<file path="config.mk">
export PLATFORM = sky130hd
export DESIGN_NAME = rdmx_axi_to_stream_flat
export DESIGN_NICKNAME = d
export VERILOG_FILES = /design/src/rtl/rdmx_rx_pkg.sv /design/src/rtl/rdmx_axi_to_stream_if.sv /design/src/rtl/rdmx_rx_counters.sv /design/src/rtl/rdmx_axi_to_stream.sv /design/src/flat_wrapper.sv
export SDC_FILE = /design/constraint.sdc
export NUM_CORES = 1
export LEC_CHECK = 0
export ABC_AREA = 0
export CAP_MARGIN = 20
export CORE_AREA = 2 2 512 514
export DETAILED_ROUTE_END_ITERATION = 12
export DIE_AREA = 0 0 514 516
export GPL_TIMING_DRIVEN = 0
export SLEW_MARGIN = 5
export SYNTH_ARGS = -nofsm -noshare
export SYNTH_HDL_FRONTEND = slang
export SYNTH_HIERARCHICAL = 1
export SYNTH_SLANG_ARGS = --single-unit
</file>
<file path="constraint.sdc">
create_clock -name clk -period 3.7 [get_ports clk]
set_clock_uncertainty 0.2 [all_clocks]
set_input_delay 0.74 -clock clk [delete_from_list [all_inputs] [get_ports clk]]
set_output_delay 0.74 -clock clk [all_outputs]
set_load 0.02 [all_outputs]
</file>
<file path="src/rtl/rdmx_rx_pkg.sv">
// Shared types and helpers for the RDMX receive-side AXI4 write responder.
package rdmx_rx_pkg;

    typedef enum logic [1:0] {
        S_IDLE = 2'd0,
        S_DATA = 2'd1,
        S_RESP = 2'd2
    } state_e;

    localparam logic [1:0] RESP_OKAY   = 2'b00;
    localparam logic [1:0] RESP_SLVERR = 2'b10;

    // Bytes carried by one full-width data beat.
    function automatic int unsigned bytes_per_beat(input int unsigned dw);
        return dw / 32'd8;
    endfunction

endpackage

</file>
<file path="src/rtl/rdmx_axi_to_stream_if.sv">
// AXI4 write-slave channels plus the AXI4-Stream output of the RDMX rx responder.
interface rdmx_axi_to_stream_if #(
    parameter int DW = 512,
    parameter int AW = 64,
    parameter int IW = 4,
    parameter int UW = 32
) ();
    logic [AW-1:0]   S_AXI_AWADDR;
    logic [UW-1:0]   S_AXI_AWUSER;
    logic [IW-1:0]   S_AXI_AWID;
    logic [7:0]      S_AXI_AWLEN;
    logic [2:0]      S_AXI_AWSIZE;
    logic            S_AXI_AWVALID;
    logic            S_AXI_AWREADY;
    logic [DW-1:0]   S_AXI_WDATA;
    logic [DW/8-1:0] S_AXI_WSTRB;
    logic            S_AXI_WLAST;
    logic            S_AXI_WVALID;
    logic            S_AXI_WREADY;
    logic [IW-1:0]   S_AXI_BID;
    logic [1:0]      S_AXI_BRESP;
    logic            S_AXI_BVALID;
    logic            S_AXI_BREADY;
    logic [DW-1:0]   AXIS_OUT_TDATA;
    logic            AXIS_OUT_TLAST;
    logic            AXIS_OUT_TVALID;
    logic            AXIS_OUT_TREADY;

    modport slave (
        input  S_AXI_AWADDR, S_AXI_AWUSER, S_AXI_AWID, S_AXI_AWLEN, S_AXI_AWSIZE,
        input  S_AXI_AWVALID, S_AXI_WDATA, S_AXI_WSTRB, S_AXI_WLAST, S_AXI_WVALID,
        input  S_AXI_BREADY, AXIS_OUT_TREADY,
        output S_AXI_AWREADY, S_AXI_WREADY, S_AXI_BID, S_AXI_BRESP, S_AXI_BVALID,
        output AXIS_OUT_TDATA, AXIS_OUT_TLAST, AXIS_OUT_TVALID
    );

    modport master (
        output S_AXI_AWADDR, S_AXI_AWUSER, S_AXI_AWID, S_AXI_AWLEN, S_AXI_AWSIZE,
        output S_AXI_AWVALID, S_AXI_WDATA, S_AXI_WSTRB, S_AXI_WLAST, S_AXI_WVALID,
        output S_AXI_BREADY, AXIS_OUT_TREADY,
        input  S_AXI_AWREADY, S_AXI_WREADY, S_AXI_BID, S_AXI_BRESP, S_AXI_BVALID,
        input  AXIS_OUT_TDATA, AXIS_OUT_TLAST, AXIS_OUT_TVALID
    );
endinterface

</file>
<file path="src/rtl/rdmx_rx_counters.sv">
// Byte/burst/block accounting for the RDMX rx path. Blocks end on byte count
// alone, independent of where burst boundaries fall.
module rdmx_rx_counters
    import rdmx_rx_pkg::*;
#(
    parameter int DW          = 512,
    parameter int BLOCK_BYTES = 1048576
) (
    input  logic        clk,
    input  logic        reset,
    input  logic        beat_i,
    input  logic        burst_done_i,
    output logic [31:0] burst_count_o,
    output logic [31:0] block_count_o,
    output logic        block_done_o
);
    localparam int BCW = $clog2(BLOCK_BYTES) + 1;
    localparam logic [BCW-1:0] BPB_C   = BCW'(bytes_per_beat(DW));
    localparam logic [BCW-1:0] BLOCK_C = BCW'(BLOCK_BYTES);

    logic [BCW-1:0] byte_ctr_q;
    logic [BCW-1:0] byte_ctr_d;
    logic [BCW-1:0] byte_sum_s;
    logic           block_end_s;
    logic [31:0]    burst_count_q;
    logic [31:0]    block_count_q;
    logic           block_done_q;

    // Advance the byte count per beat and detect the beat that closes a block.
    always_comb begin
        byte_sum_s  = byte_ctr_q + BPB_C;
        byte_ctr_d  = byte_ctr_q;
        block_end_s = 1'b0;
        if (beat_i) begin
            if (byte_sum_s == BLOCK_C) begin
                byte_ctr_d  = {BCW{1'b0}};
                block_end_s = 1'b1;
            end else begin
                byte_ctr_d  = byte_sum_s;
            end
        end else begin
            byte_ctr_d = byte_ctr_q;
        end
    end

    // Counter state; block_done is the registered block-end strobe.
    always_ff @(posedge clk) begin
        if (reset) begin
            byte_ctr_q    <= {BCW{1'b0}};
            burst_count_q <= 32'd0;
            block_count_q <= 32'd0;
            block_done_q  <= 1'b0;
        end else begin
            byte_ctr_q   <= byte_ctr_d;
            block_done_q <= block_end_s;
            if (block_end_s) begin
                block_count_q <= block_count_q + 32'd1;
            end
            if (burst_done_i) begin
                burst_count_q <= burst_count_q + 32'd1;
            end
        end
    end

    assign burst_count_o = burst_count_q;
    assign block_count_o = block_count_q;
    assign block_done_o  = block_done_q;
endmodule

</file>
<file path="src/rtl/rdmx_axi_to_stream.sv">
// RDMX receive-side AXI4 write responder: forwards write beats as AXI4-Stream
// beats, one burst in flight, one B response per burst.
// Optional burst checking (WLAST/WSTRB/AWSIZE) is built with RDMX_RX_CHECK_EN.
module rdmx_axi_to_stream
    import rdmx_rx_pkg::*;
#(
    parameter int DW          = 512,
    parameter int AW          = 64,
    parameter int IW          = 4,
    parameter int UW          = 32,
    parameter int BLOCK_BYTES = 1048576
) (
    input  logic                 clk,
    input  logic                 reset,
    rdmx_axi_to_stream_if.slave  axi,
    output logic [UW-1:0]        last_awuser,
    output logic [31:0]          burst_count,
    output logic [31:0]          block_count,
    output logic                 block_done,
    output logic                 proto_error
);
    state_e        state_q, state_d;
    logic [7:0]    beat_ctr_q, beat_ctr_d;
    logic [7:0]    len_q;
    logic [IW-1:0] id_q;
    logic [UW-1:0] user_q;
    logic          awready_q;
    logic          aw_hs_s, w_hs_s, b_hs_s, tlast_s;
    logic [1:0]    bresp_s;

    assign aw_hs_s = (state_q == S_IDLE) && awready_q && axi.S_AXI_AWVALID;
    assign w_hs_s  = (state_q == S_DATA) && axi.S_AXI_WVALID && axi.AXIS_OUT_TREADY;
    assign b_hs_s  = (state_q == S_RESP) && axi.S_AXI_BREADY;
    // Last beat is defined by the latched AWLEN, never by the master's WLAST.
    assign tlast_s = (state_q == S_DATA) && (beat_ctr_q == len_q);

    // Next-state logic for the one-burst-at-a-time handshake sequence.
    always_comb begin
        state_d = state_q;
        case (state_q)
            S_IDLE: begin
                if (aw_hs_s) state_d = S_DATA;
                else         state_d = S_IDLE;
            end
            S_DATA: begin
                if (w_hs_s && tlast_s) state_d = S_RESP;
                else                   state_d = S_DATA;
            end
            S_RESP: begin
                if (b_hs_s) state_d = S_IDLE;
                else        state_d = S_RESP;
            end
            default: state_d = S_IDLE;
        endcase
    end

    // Beat position within the current burst.
    always_comb begin
        beat_ctr_d = beat_ctr_q;
        if (aw_hs_s)     beat_ctr_d = 8'd0;
        else if (w_hs_s) beat_ctr_d = beat_ctr_q + 8'd1;
        else             beat_ctr_d = beat_ctr_q;
    end

    // State, burst attributes and the registered AWREADY.
    always_ff @(posedge clk) begin
        if (reset) begin
            state_q    <= S_IDLE;
            beat_ctr_q <= 8'd0;
            len_q      <= 8'd0;
            id_q       <= {IW{1'b0}};
            user_q     <= {UW{1'b0}};
            awready_q  <= 1'b0;
        end else begin
            state_q    <= state_d;
            beat_ctr_q <= beat_ctr_d;
            awready_q  <= (state_d == S_IDLE);
            if (aw_hs_s) begin
                len_q  <= axi.S_AXI_AWLEN;
                id_q   <= axi.S_AXI_AWID;
                user_q <= axi.S_AXI_AWUSER;
            end
        end
    end

`ifdef RDMX_RX_CHECK_EN
    localparam logic [2:0] SIZE_C = 3'($clog2(DW/8));
    logic [2:0] size_q;
    logic       err_q;
    logic       perr_q;
    logic       beat_err_s;

    assign beat_err_s = w_hs_s && ((axi.S_AXI_WLAST != tlast_s) ||
                                   (axi.S_AXI_WSTRB != {(DW/8){1'b1}}) ||
                                   (size_q != SIZE_C));

    // Per-burst error flag (cleared on AW) and sticky protocol-error flag.
    always_ff @(posedge clk) begin
        if (reset) begin
            size_q <= 3'd0;
            err_q  <= 1'b0;
            perr_q <= 1'b0;
        end else begin
            if (aw_hs_s) begin
                size_q <= axi.S_AXI_AWSIZE;
                err_q  <= 1'b0;
            end else if (beat_err_s) begin
                err_q  <= 1'b1;
            end
            perr_q <= perr_q | beat_err_s;
        end
    end

    assign bresp_s     = ((state_q == S_RESP) && err_q) ? RESP_SLVERR : RESP_OKAY;
    assign proto_error = perr_q;
`else
    assign bresp_s     = RESP_OKAY;
    assign proto_error = 1'b0;
`endif

    assign axi.S_AXI_AWREADY   = awready_q;
    assign axi.S_AXI_WREADY    = (state_q == S_DATA) && axi.AXIS_OUT_TREADY;
    assign axi.AXIS_OUT_TVALID = (state_q == S_DATA) && axi.S_AXI_WVALID;
    assign axi.AXIS_OUT_TDATA  = axi.S_AXI_WDATA;
    assign axi.AXIS_OUT_TLAST  = tlast_s;
    assign axi.S_AXI_BVALID    = (state_q == S_RESP);
    assign axi.S_AXI_BID       = id_q;
    assign axi.S_AXI_BRESP     = bresp_s;
    assign last_awuser         = user_q;

    rdmx_rx_counters #(
        .DW          (DW),
        .BLOCK_BYTES (BLOCK_BYTES)
    ) u_counters (
        .clk           (clk),
        .reset         (reset),
        .beat_i        (w_hs_s),
        .burst_done_i  (b_hs_s),
        .burst_count_o (burst_count),
        .block_count_o (block_count),
        .block_done_o  (block_done)
    );
endmodule

</file>
<file path="src/flat_wrapper.sv">
// flat-port wrapper written by rule: the top's interface ports become plain ports
module rdmx_axi_to_stream_flat import rdmx_rx_pkg::*;
#(
    parameter int DW          = 512,
    parameter int AW          = 64,
    parameter int IW          = 4,
    parameter int UW          = 32,
    parameter int BLOCK_BYTES = 1048576
)
  (clk, reset, last_awuser, burst_count, block_count, block_done, proto_error, axi_S_AXI_AWADDR, axi_S_AXI_AWUSER, axi_S_AXI_AWID, axi_S_AXI_AWLEN, axi_S_AXI_AWSIZE, axi_S_AXI_AWVALID, axi_S_AXI_WDATA, axi_S_AXI_WSTRB, axi_S_AXI_WLAST, axi_S_AXI_WVALID, axi_S_AXI_BREADY, axi_AXIS_OUT_TREADY, axi_S_AXI_AWREADY, axi_S_AXI_WREADY, axi_S_AXI_BID, axi_S_AXI_BRESP, axi_S_AXI_BVALID, axi_AXIS_OUT_TDATA, axi_AXIS_OUT_TLAST, axi_AXIS_OUT_TVALID);
  rdmx_axi_to_stream_if #(.DW(DW), .AW(AW), .IW(IW), .UW(UW)) axi_i ();
  input  logic clk;
  input  logic reset;
  output logic [UW-1:0] last_awuser;
  output logic [31:0] burst_count;
  output logic [31:0] block_count;
  output logic block_done;
  output logic proto_error;
  input wire logic [$bits(axi_i.S_AXI_AWADDR)-1:0] axi_S_AXI_AWADDR;
  input wire logic [$bits(axi_i.S_AXI_AWUSER)-1:0] axi_S_AXI_AWUSER;
  input wire logic [$bits(axi_i.S_AXI_AWID)-1:0] axi_S_AXI_AWID;
  input wire logic [$bits(axi_i.S_AXI_AWLEN)-1:0] axi_S_AXI_AWLEN;
  input wire logic [$bits(axi_i.S_AXI_AWSIZE)-1:0] axi_S_AXI_AWSIZE;
  input wire logic [$bits(axi_i.S_AXI_AWVALID)-1:0] axi_S_AXI_AWVALID;
  input wire logic [$bits(axi_i.S_AXI_WDATA)-1:0] axi_S_AXI_WDATA;
  input wire logic [$bits(axi_i.S_AXI_WSTRB)-1:0] axi_S_AXI_WSTRB;
  input wire logic [$bits(axi_i.S_AXI_WLAST)-1:0] axi_S_AXI_WLAST;
  input wire logic [$bits(axi_i.S_AXI_WVALID)-1:0] axi_S_AXI_WVALID;
  input wire logic [$bits(axi_i.S_AXI_BREADY)-1:0] axi_S_AXI_BREADY;
  input wire logic [$bits(axi_i.AXIS_OUT_TREADY)-1:0] axi_AXIS_OUT_TREADY;
  output wire logic [$bits(axi_i.S_AXI_AWREADY)-1:0] axi_S_AXI_AWREADY;
  output wire logic [$bits(axi_i.S_AXI_WREADY)-1:0] axi_S_AXI_WREADY;
  output wire logic [$bits(axi_i.S_AXI_BID)-1:0] axi_S_AXI_BID;
  output wire logic [$bits(axi_i.S_AXI_BRESP)-1:0] axi_S_AXI_BRESP;
  output wire logic [$bits(axi_i.S_AXI_BVALID)-1:0] axi_S_AXI_BVALID;
  output wire logic [$bits(axi_i.AXIS_OUT_TDATA)-1:0] axi_AXIS_OUT_TDATA;
  output wire logic [$bits(axi_i.AXIS_OUT_TLAST)-1:0] axi_AXIS_OUT_TLAST;
  output wire logic [$bits(axi_i.AXIS_OUT_TVALID)-1:0] axi_AXIS_OUT_TVALID;
  assign axi_i.S_AXI_AWADDR = axi_S_AXI_AWADDR;
  assign axi_i.S_AXI_AWUSER = axi_S_AXI_AWUSER;
  assign axi_i.S_AXI_AWID = axi_S_AXI_AWID;
  assign axi_i.S_AXI_AWLEN = axi_S_AXI_AWLEN;
  assign axi_i.S_AXI_AWSIZE = axi_S_AXI_AWSIZE;
  assign axi_i.S_AXI_AWVALID = axi_S_AXI_AWVALID;
  assign axi_i.S_AXI_WDATA = axi_S_AXI_WDATA;
  assign axi_i.S_AXI_WSTRB = axi_S_AXI_WSTRB;
  assign axi_i.S_AXI_WLAST = axi_S_AXI_WLAST;
  assign axi_i.S_AXI_WVALID = axi_S_AXI_WVALID;
  assign axi_i.S_AXI_BREADY = axi_S_AXI_BREADY;
  assign axi_i.AXIS_OUT_TREADY = axi_AXIS_OUT_TREADY;
  assign axi_S_AXI_AWREADY = axi_i.S_AXI_AWREADY;
  assign axi_S_AXI_WREADY = axi_i.S_AXI_WREADY;
  assign axi_S_AXI_BID = axi_i.S_AXI_BID;
  assign axi_S_AXI_BRESP = axi_i.S_AXI_BRESP;
  assign axi_S_AXI_BVALID = axi_i.S_AXI_BVALID;
  assign axi_AXIS_OUT_TDATA = axi_i.AXIS_OUT_TDATA;
  assign axi_AXIS_OUT_TLAST = axi_i.AXIS_OUT_TLAST;
  assign axi_AXIS_OUT_TVALID = axi_i.AXIS_OUT_TVALID;
  rdmx_axi_to_stream #(.DW(DW), .AW(AW), .IW(IW), .UW(UW), .BLOCK_BYTES(BLOCK_BYTES)) u_core (.clk(clk), .reset(reset), .axi(axi_i), .last_awuser(last_awuser), .burst_count(burst_count), .block_count(block_count), .block_done(block_done), .proto_error(proto_error));
endmodule
</file>
==> impl_results.md, run 1 <==
* Initial Utilization at 0.0391
* Number of global-route vias before repair at 10900
* Initial antenna violation count at 336
* Final #Nets at 2647
* Fraction of layout cells with a size suffix above 1 at 0.310
* IO Port Bufs at 667
* Fin crit period at 3.34 ns
* # DRC at 0
* HP Class: register to register
* Syn-to-layout area delta at 115%
* Placer Congestion at 0.947
* R2r endpoint: u_core/u_counters/block_count_o[31]$_SDFFE_PP0P_
* Worst skew pair latency at 0.48 ns
* Wire length per cell at 32.5 µm
* Setup violations, final at 0
* PwrDens at 241 nW/µm²
* Num CTS Buffers at 17
* Fillcell total at 30300
* Mean Syn Cell Area at 8.02 µm²
* Hold path startpoint: u_core/last_awuser[19]$_SDFFE_PP0P_
* Status: completed
* Starting DRC count in detailed routing at 696
* Max-cap violation count at 0
* Main synth FF type: dfxtp_1
* All-Layer GR Usage at 0.127
* Worst setup EP type: output pin
* Rows at 187
* Min-Delay Path Depth at 2
* Post-route cell area at 21800 µm²
* Largest net degree at the start of global routing at 17
* Worst r2r src: u_core/u_counters/block_count_o[5]$_SDFFE_PP0P_
* Die footprint at 265000 µm²
* Max Fclk at 0.299 GHz
* DR pass1 iterations at 5
* Clk pin slew, worst setup/hold paths at 0.06 ns
* Post-Syn Area at 10100 µm²
* Total congestion overflow at 0
* Reg2reg path depth at 6
* Vias/cell at 2.28
* TritonCTS clock tree: yes
* Ys async rst share at 0
* Post-route ant nets at 0
* EDFF count, synth at 0
* Max Buffers Root-to-Sink at 2
* Final Hold Violating Endpoints at 0
* Final Cycle Share at 0.904
* Die height at 516 µm
* Post-synthesis sequential area ratio at 0.267
* Arr. time, crit path at 2.40 ns
* Hold Path Sink: u_core/last_awuser[19]$_SDFFE_PP0P_
* LEAKAGE at 7.44 nW
* Post-DP HPWL at 168000 µm
* Crit Path Class: input pin to output pin
* Critical path startpoint category: input pin
* Placeable Area at 259000 µm²
* Slew Limit Fails at 0
* Yosys reg bits at 135
* Crit-path max FO at 2
* Reg-to-reg slack, setup at 0.52 ns
* CP required at 2.76 ns
* Final Power at 5.25 mW
* Total number of vias at 12400
* Die W at 514 µm
* Max VDD drop at 0.248 mV
* Max_slew headroom at 0.356
* Setup Fix Bufs, Post-CTS at 0
* Cell taking the most area after synthesis: buf_4
* Clock root buffer: clkbuf_16
* First-pass GRT wire length at 196000 µm
* Clk sink count at 135
* H-tree Lvls at 4
* Synth area leaders: buf_4, dfxtp_1, nand2_1
* Share of the synthesized area in the top cell type at 0.384
* Overall routed net length at 176000 µm
* I/O pin cnt at 1315
* Mapped Cells at 1263
* RSZ-0062 raised after global routing: false
* Worst-Margin Slew at 0.957 ns
* DP Area at 21100 µm²
* Count of cell types in the netlist at 63
* Syn. warnings at 6
registers in the layout, indices dropped and copies added, names as in the netlist:
signal and flops:
u_core/last_awuser 32, u_core/u_counters/block_count_o 32, u_core/u_counters/burst_count_o 32, u_core/u_counters/byte_ctr_q 15, u_core/beat_ctr_q 8, u_core/len_q 8, u_core/axi.S_AXI_BID 4, u_core/state_q 2
u_core/axi.S_AXI_AWREADY 1, u_core/u_counters/block_done_o 1
cell usage in the layout, fill, tap and decap left out, types with 4 or more instances in the layout:
| cell type | n |
|---|---|
| xnor2_1 | 18 |
| a21oi_1 | 69 |
| nor4_1 | 9 |
| nand4_1 | 23 |
| o31ai_1 | 5 |
| and4_1 | 5 |
| buf_4 | 518 |
| clkbuf_8 | 6 |
| dfxtp_1 | 135 |
| and3_1 | 8 |
| inv_1 | 17 |
| diode_2 | 62 |
| xor2_1 | 29 |
| or2_2 | 15 |
| mux2_2 | 9 |
| nand3_1 | 29 |
| o41ai_1 | 15 |
| buf_2 | 11 |
| clkdlybuf4s50_1 | 667 |
| or4_1 | 4 |
| o311ai_0 | 15 |
| clkbuf_1 | 18 |
| clkbuf_16 | 17 |
| nor2b_1 | 8 |
| o21ai_0 | 15 |
| or3_1 | 14 |
| and2_1 | 4 |
| nor2_1 | 71 |
| nand2_1 | 131 |
| nor3_1 | 12 |
| ha_1 | 4 |
| clkinv_4 | 4 |
Yosys cell counts (11+ instances only):
cell type and count:
a21oi_1 69, o41ai_1 15, inv_1 17, o21ai_0 15, nor3_1 12, nor2_1 71, o311ai_0 15, dfxtp_1 135
nand4_1 23, clkbuf_1 19, or2_2 15, nand3_1 29, xnor2_1 18, or3_1 14, buf_4 518, xor2_1 29
nand2_1 131, buf_2 11
per-layer routing:
| layer | GRT usage | wire, µm | up-vias |
|---|---|---|---|
| li1 | - | - | 5134 |
| met1 | 0.121 | 58800 | 5458 |
| met2 | 0.183 | 70800 | 1248 |
| met3 | 0.144 | 41800 | 312 |
| met4 | 0.0235 | 3580 | 240 |
| met5 | 0 | 1540 | - |
cells by family (layout without fill, tap and decap cells):
logic type / Yosys count / in the layout / share of synthesized area
mux: 14 / 14 / 0.0152
simple gates: 355 / 355 / 0.174
fa+ha+maj: 4 / 4 / 0.00494
flops: 135 / 135 / 0.267
buf+inv: 576 / 1272 / 0.414
compound gates: 131 / 131 / 0.0844
xor+xnor: 47 / 47 / 0.0407
other cells: 1 / 65 / 0.000370
how the worst max path moves through the flow:
stage / from / slack [ns] / to / cells past startpoint
after global routing: axi_S_AXI_BREADY / 0.14 / u_core/u_counters/burst_count_o[31]$_SDFFE_PP0P_ / 7
final: axi_AXIS_OUT_TREADY / 0.36 / axi_S_AXI_WREADY / 3
after CTS: axi_S_AXI_WVALID / 0.04 / u_core/u_counters/block_count_o[26]$_SDFFE_PP0P_ / 10
after global placement: axi_S_AXI_BREADY / -0.52 / u_core/u_counters/burst_count_o[31]$_SDFFE_PP0P_ / 8
after detailed placement: axi_S_AXI_BREADY / -0.55 / u_core/u_counters/burst_count_o[31]$_SDFFE_PP0P_ / 8
after floorplan: axi_AXIS_OUT_TREADY / 0.95 / u_core/u_counters/block_count_o[14]$_SDFFE_PP0P_ / 9
critical path: stages:
cell             delay, ns
clkdlybuf4s50_1       0.48
and2_1                0.19
clkdlybuf4s50_1       0.97
timing repair:
action	CTS	global route
hold buffers	0	0
setup endpoints to repair	2	6
resized for setup	1	0
metrics by stage:
stage	worst slack [ns]	util	setup TNS (ns)	cells	hold WS [ns]
after detailed placement	-0.548	0.0813	-13.85	5334	0.250
after global placement	-0.520	0.0813	-12.81	5334	0.246
after CTS	0.0391	0.0836	0	5365	0.259
after global routing	0.140	0.0837	0	5378	0.278
after floorplan	0.950	-	0	1265	0.248
final	0.356	0.0841	0	5425	0.258
layout make-up:
type	instances	area, µm²	share of cell area
clock buffers	22	474	0.0217
flip-flops and latches	135	2700	0.124
multi-input cells	554	3240	0.149
plain buffers	557	4120	0.189
diodes	62	155	0.00711
clock inverters	9	119	0.00545
inverters	17	63.8	0.00293
repair buffers	667	6680	0.306
well taps	3402	4260	0.195
where the power goes:
group / leakage, nW / switching, mW / total (mW) / internal (mW)
registers: 1.09 / 0.0174 / 1.50 / 1.48
logic: 6.06 / 1.02 / 1.96 / 0.932
clock network: 0.289 / 0.746 / 1.79 / 1.05
No activity file was read; power rests on OpenSTA's default activity.
==> inputs of run 2 (changes only) <==
--- a/config.mk
+++ b/config.mk
@@ -14,5 +14,4 @@
 export SLEW_MARGIN = 5
 export SYNTH_ARGS = -nofsm -noshare
 export SYNTH_HDL_FRONTEND = slang
-export SYNTH_HIERARCHICAL = 1
 export SYNTH_SLANG_ARGS = --single-unit
==> impl_results.md, run 2 <==
* Status: completed (unchanged)
* Final Hold Violating Endpoints at 0 (unchanged)
* Slack of the critical path at 0.312 ns (was 0.356 ns)
* Starting DRC count in detailed routing at 733 (was 696)
* Worst setup EP type: register (was output pin)
* Die W at 514 µm (unchanged)
* Ys async rst share at 0 (unchanged)
* Syn-to-layout area delta at 120% (was 115%)
* Number of global-route vias before repair at 10600 (was 10900)
* Commonest non-fill, non-tap cell in the layout: clkdlybuf4s50_1 (unchanged)
* Initial antenna violation count at 345 (was 336)
* Synth area leaders: buf_4, dfxtp_1, nand2_1 (unchanged)
* Main synth FF type: dfxtp_1 (unchanged)
* Placeable Area at 259000 µm² (unchanged)
* Max Fclk at 0.295 GHz (was 0.299 GHz)
* Total number of vias at 12300 (was 12400)
* Total congestion overflow at 0 (unchanged)
* Max VDD drop at 0.313 mV (was 0.248 mV)
* Fin crit period at 3.39 ns (was 3.34 ns)
* Worst skew pair latency at 0.51 ns (was 0.48 ns)
* LEAKAGE at 7.26 nW (was 7.44 nW)
* PwrDens at 249 nW/µm² (was 241 nW/µm²)
* All-Layer GR Usage at 0.128 (was 0.127)
* Max-cap violation count at 0 (unchanged)
* Setup WS pre-CTS at -0.502 ns (was -0.548 ns)
* Final #Nets at 2607 (was 2647)
* # hold bufs at CTS at 0 (unchanged)
* EDFF count, synth at 0 (unchanged)
* Count of cell types in the netlist at 53 (was 63)
* Worst-Margin Slew at 0.841 ns (was 0.957 ns)
* Mean Syn Cell Area at 7.98 µm² (was 8.02 µm²)
* H-tree Lvls at 4 (unchanged)
* First-pass GRT wire length at 196000 µm (about the same)
* DR pass1 iterations at 5 (unchanged)
* Most frequent cells in the layout: clkdlybuf4s50_1, buf_4, dfxtp_1 (unchanged)
* Clock root buffer: clkbuf_16 (unchanged)
* Most common library cells after synthesis: buf_4, dfxtp_1, nand2_1 (unchanged)
* Sequential power share at 0.280 (was 0.285)
* Setup violations, final at 0 (unchanged)
* Initial Utilization at 0.0376 (was 0.0391)
* Final Cycle Share at 0.916 (was 0.904)
* Num CTS Buffers at 17 (unchanged)
* Share of the synthesized area in the top cell type at 0.397 (was 0.384)
* Clk sink count at 135 (unchanged)
* Clock network power share at 0.348 (was 0.342)
* Post-synthesis sequential area ratio at 0.277 (was 0.267)
* Crit Path Class: input pin to register (was input pin to output pin)
* Die height at 516 µm (unchanged)
* Core Util, Final at 0.0828 (was 0.0841)
* Slew Limit Fails at 0 (unchanged)
* Pint at 3.36 mW (was 3.46 mW)
* Post-DP HPWL at 169000 µm (was 168000 µm)
* HP Class: register to register (unchanged)
* Post-Syn Area at 9750 µm² (was 10100 µm²)
* Placer Congestion at 0.911 (was 0.947)
* Fraction of layout cells with a size suffix above 1 at 0.300 (was 0.310)
* I/O pin cnt at 1315 (unchanged)
* TritonCTS clock tree: yes (unchanged)
* Cell taking the most area after synthesis: buf_4 (unchanged)
* Crit-path max FO at 8 (was 2)
* Max Buffers Root-to-Sink at 2 (unchanged)
* Clk pin slew, worst setup/hold paths at 0.08 ns (was 0.06 ns)
* Rows at 187 (unchanged)
* Largest net degree at the start of global routing at 17 (unchanged)
* Arr. time, crit path at 3.56 ns (was 2.40 ns)
* Syn. warnings at 0 (was 6)
* RSZ-0062 raised after global routing: false (unchanged)
* Overall routed net length at 177000 µm (was 176000 µm)
* CP required at 3.87 ns (was 2.76 ns)
* Mapped Cells at 1221 (was 1263)
* # DRC at 0 (unchanged)
* Setup TNS at 0 ns (unchanged)
* Count leader, synth: buf_4 (unchanged)
* Yosys reg bits at 135 (unchanged)
* Vias/cell at 2.28 (about the same)
* Sw Ratio at 0.372 (was 0.341)
* Critical path startpoint category: input pin (unchanged)
* Comb power frac at 0.372 (was 0.373)
* IO Port Bufs at 667 (unchanged)
* Max_slew headroom at 0.438 (was 0.356)
* Wire length per cell at 32.9 µm (was 32.5 µm)
* Switch Pwr at 1.99 mW (was 1.79 mW)
* Die footprint at 265000 µm² (unchanged)
* Post-route ant nets at 0 (unchanged)
-- run 2: path summary, 6_finish.rpt --
kind / startpoint / end / slack (ns) / cells after the start
max: axi_S_AXI_BREADY / u_core.u_counters.burst_count_o[20]$_SDFFE_PP0P_ / 0.31 / 8
min: u_core.last_awuser[27]$_SDFFE_PP0P_ / u_core.last_awuser[27]$_SDFFE_PP0P_ / 0.26 / 2
max reg2reg: u_core.state_q[1]$_SDFF_PP0_ / u_core.u_counters.burst_count_o[20]$_SDFFE_PP0P_ / 0.59 / 7
min reg2reg: u_core.last_awuser[27]$_SDFFE_PP0P_ / u_core.last_awuser[27]$_SDFFE_PP0P_ / 0.26 / 2
-- run 2: routing by layer --
metal	track usage	up-vias	routed length, µm
li1	-	4960	-
met1	0.129	5389	62500
met2	0.183	1408	70500
met3	0.131	328	38600
met4	0.0315	208	4550
met5	0	-	1330
-- run 2: worst max-delay path: stages --
cell	delay [ns]
clkdlybuf4s50_1	0.48
and3b_1	0.27
clkbuf_1	0.53
nand4_1	0.51
nor3_1	0.60
nand4_1	0.18
xor2_1	0.16
nor2_1	0.05
-- run 2: kinds of logic (layout without fill, tap and decap cells) --
family	count (synthesis)	count (layout)	share of synthesized area
fa+ha+maj	4	4	0.00513
other cells	1	71	0.000385
compound gates	119	119	0.0694
mux	5	5	0.00616
simple gates	341	341	0.174
flops	135	135	0.277
buf+inv	556	1255	0.414
xor+xnor	60	60	0.0539
-- run 2: layout make-up --
class / count / area, µm²
timing repair buffer: 667 / 6680
tap: 3402 / 4260
fill: 30400 / 238000
multi-input combinational: 532 / 3020
inverter: 4 / 15.0
clock buffer: 17 / 425
buffer: 552 / 4030
antenna: 68 / 170
sequential: 135 / 2700
clock inverter: 15 / 163
-- run 2: power groups by stage --
stage | clock network (mW) | logic (mW) | registers [mW]
after detailed placement | 0 | 2.07 | 1.53
after global routing | 1.96 | 2.07 | 1.50
final | 1.86 | 1.99 | 1.50
after CTS | 1.92 | 2.08 | 1.50
after floorplan | 0 | 0.900 | 1.55
after global placement | 0 | 2.06 | 1.53
-- run 2: stage by stage --
stage / total power [mW] / area [µm²] / hold WS [ns] / instances
6_report: 5.35 / 21500 / 0.261 / 5392
3_5_place_dp: 3.60 / 20700 / 0.249 / 5292
3_3_place_gp: 3.59 / 20700 / 0.245 / 5292
2_1_floorplan: 2.45 / 9760 / 0.250 / 1223
5_1_grt: 5.53 / 21300 / 0.281 / 5335
4_1_cts: 5.49 / 21300 / 0.259 / 5324
-- run 2: repair_timing --
action	CTS	global route
resized for setup	0	1
endpoints found under the setup margin	0	4
setup buffers	0	0
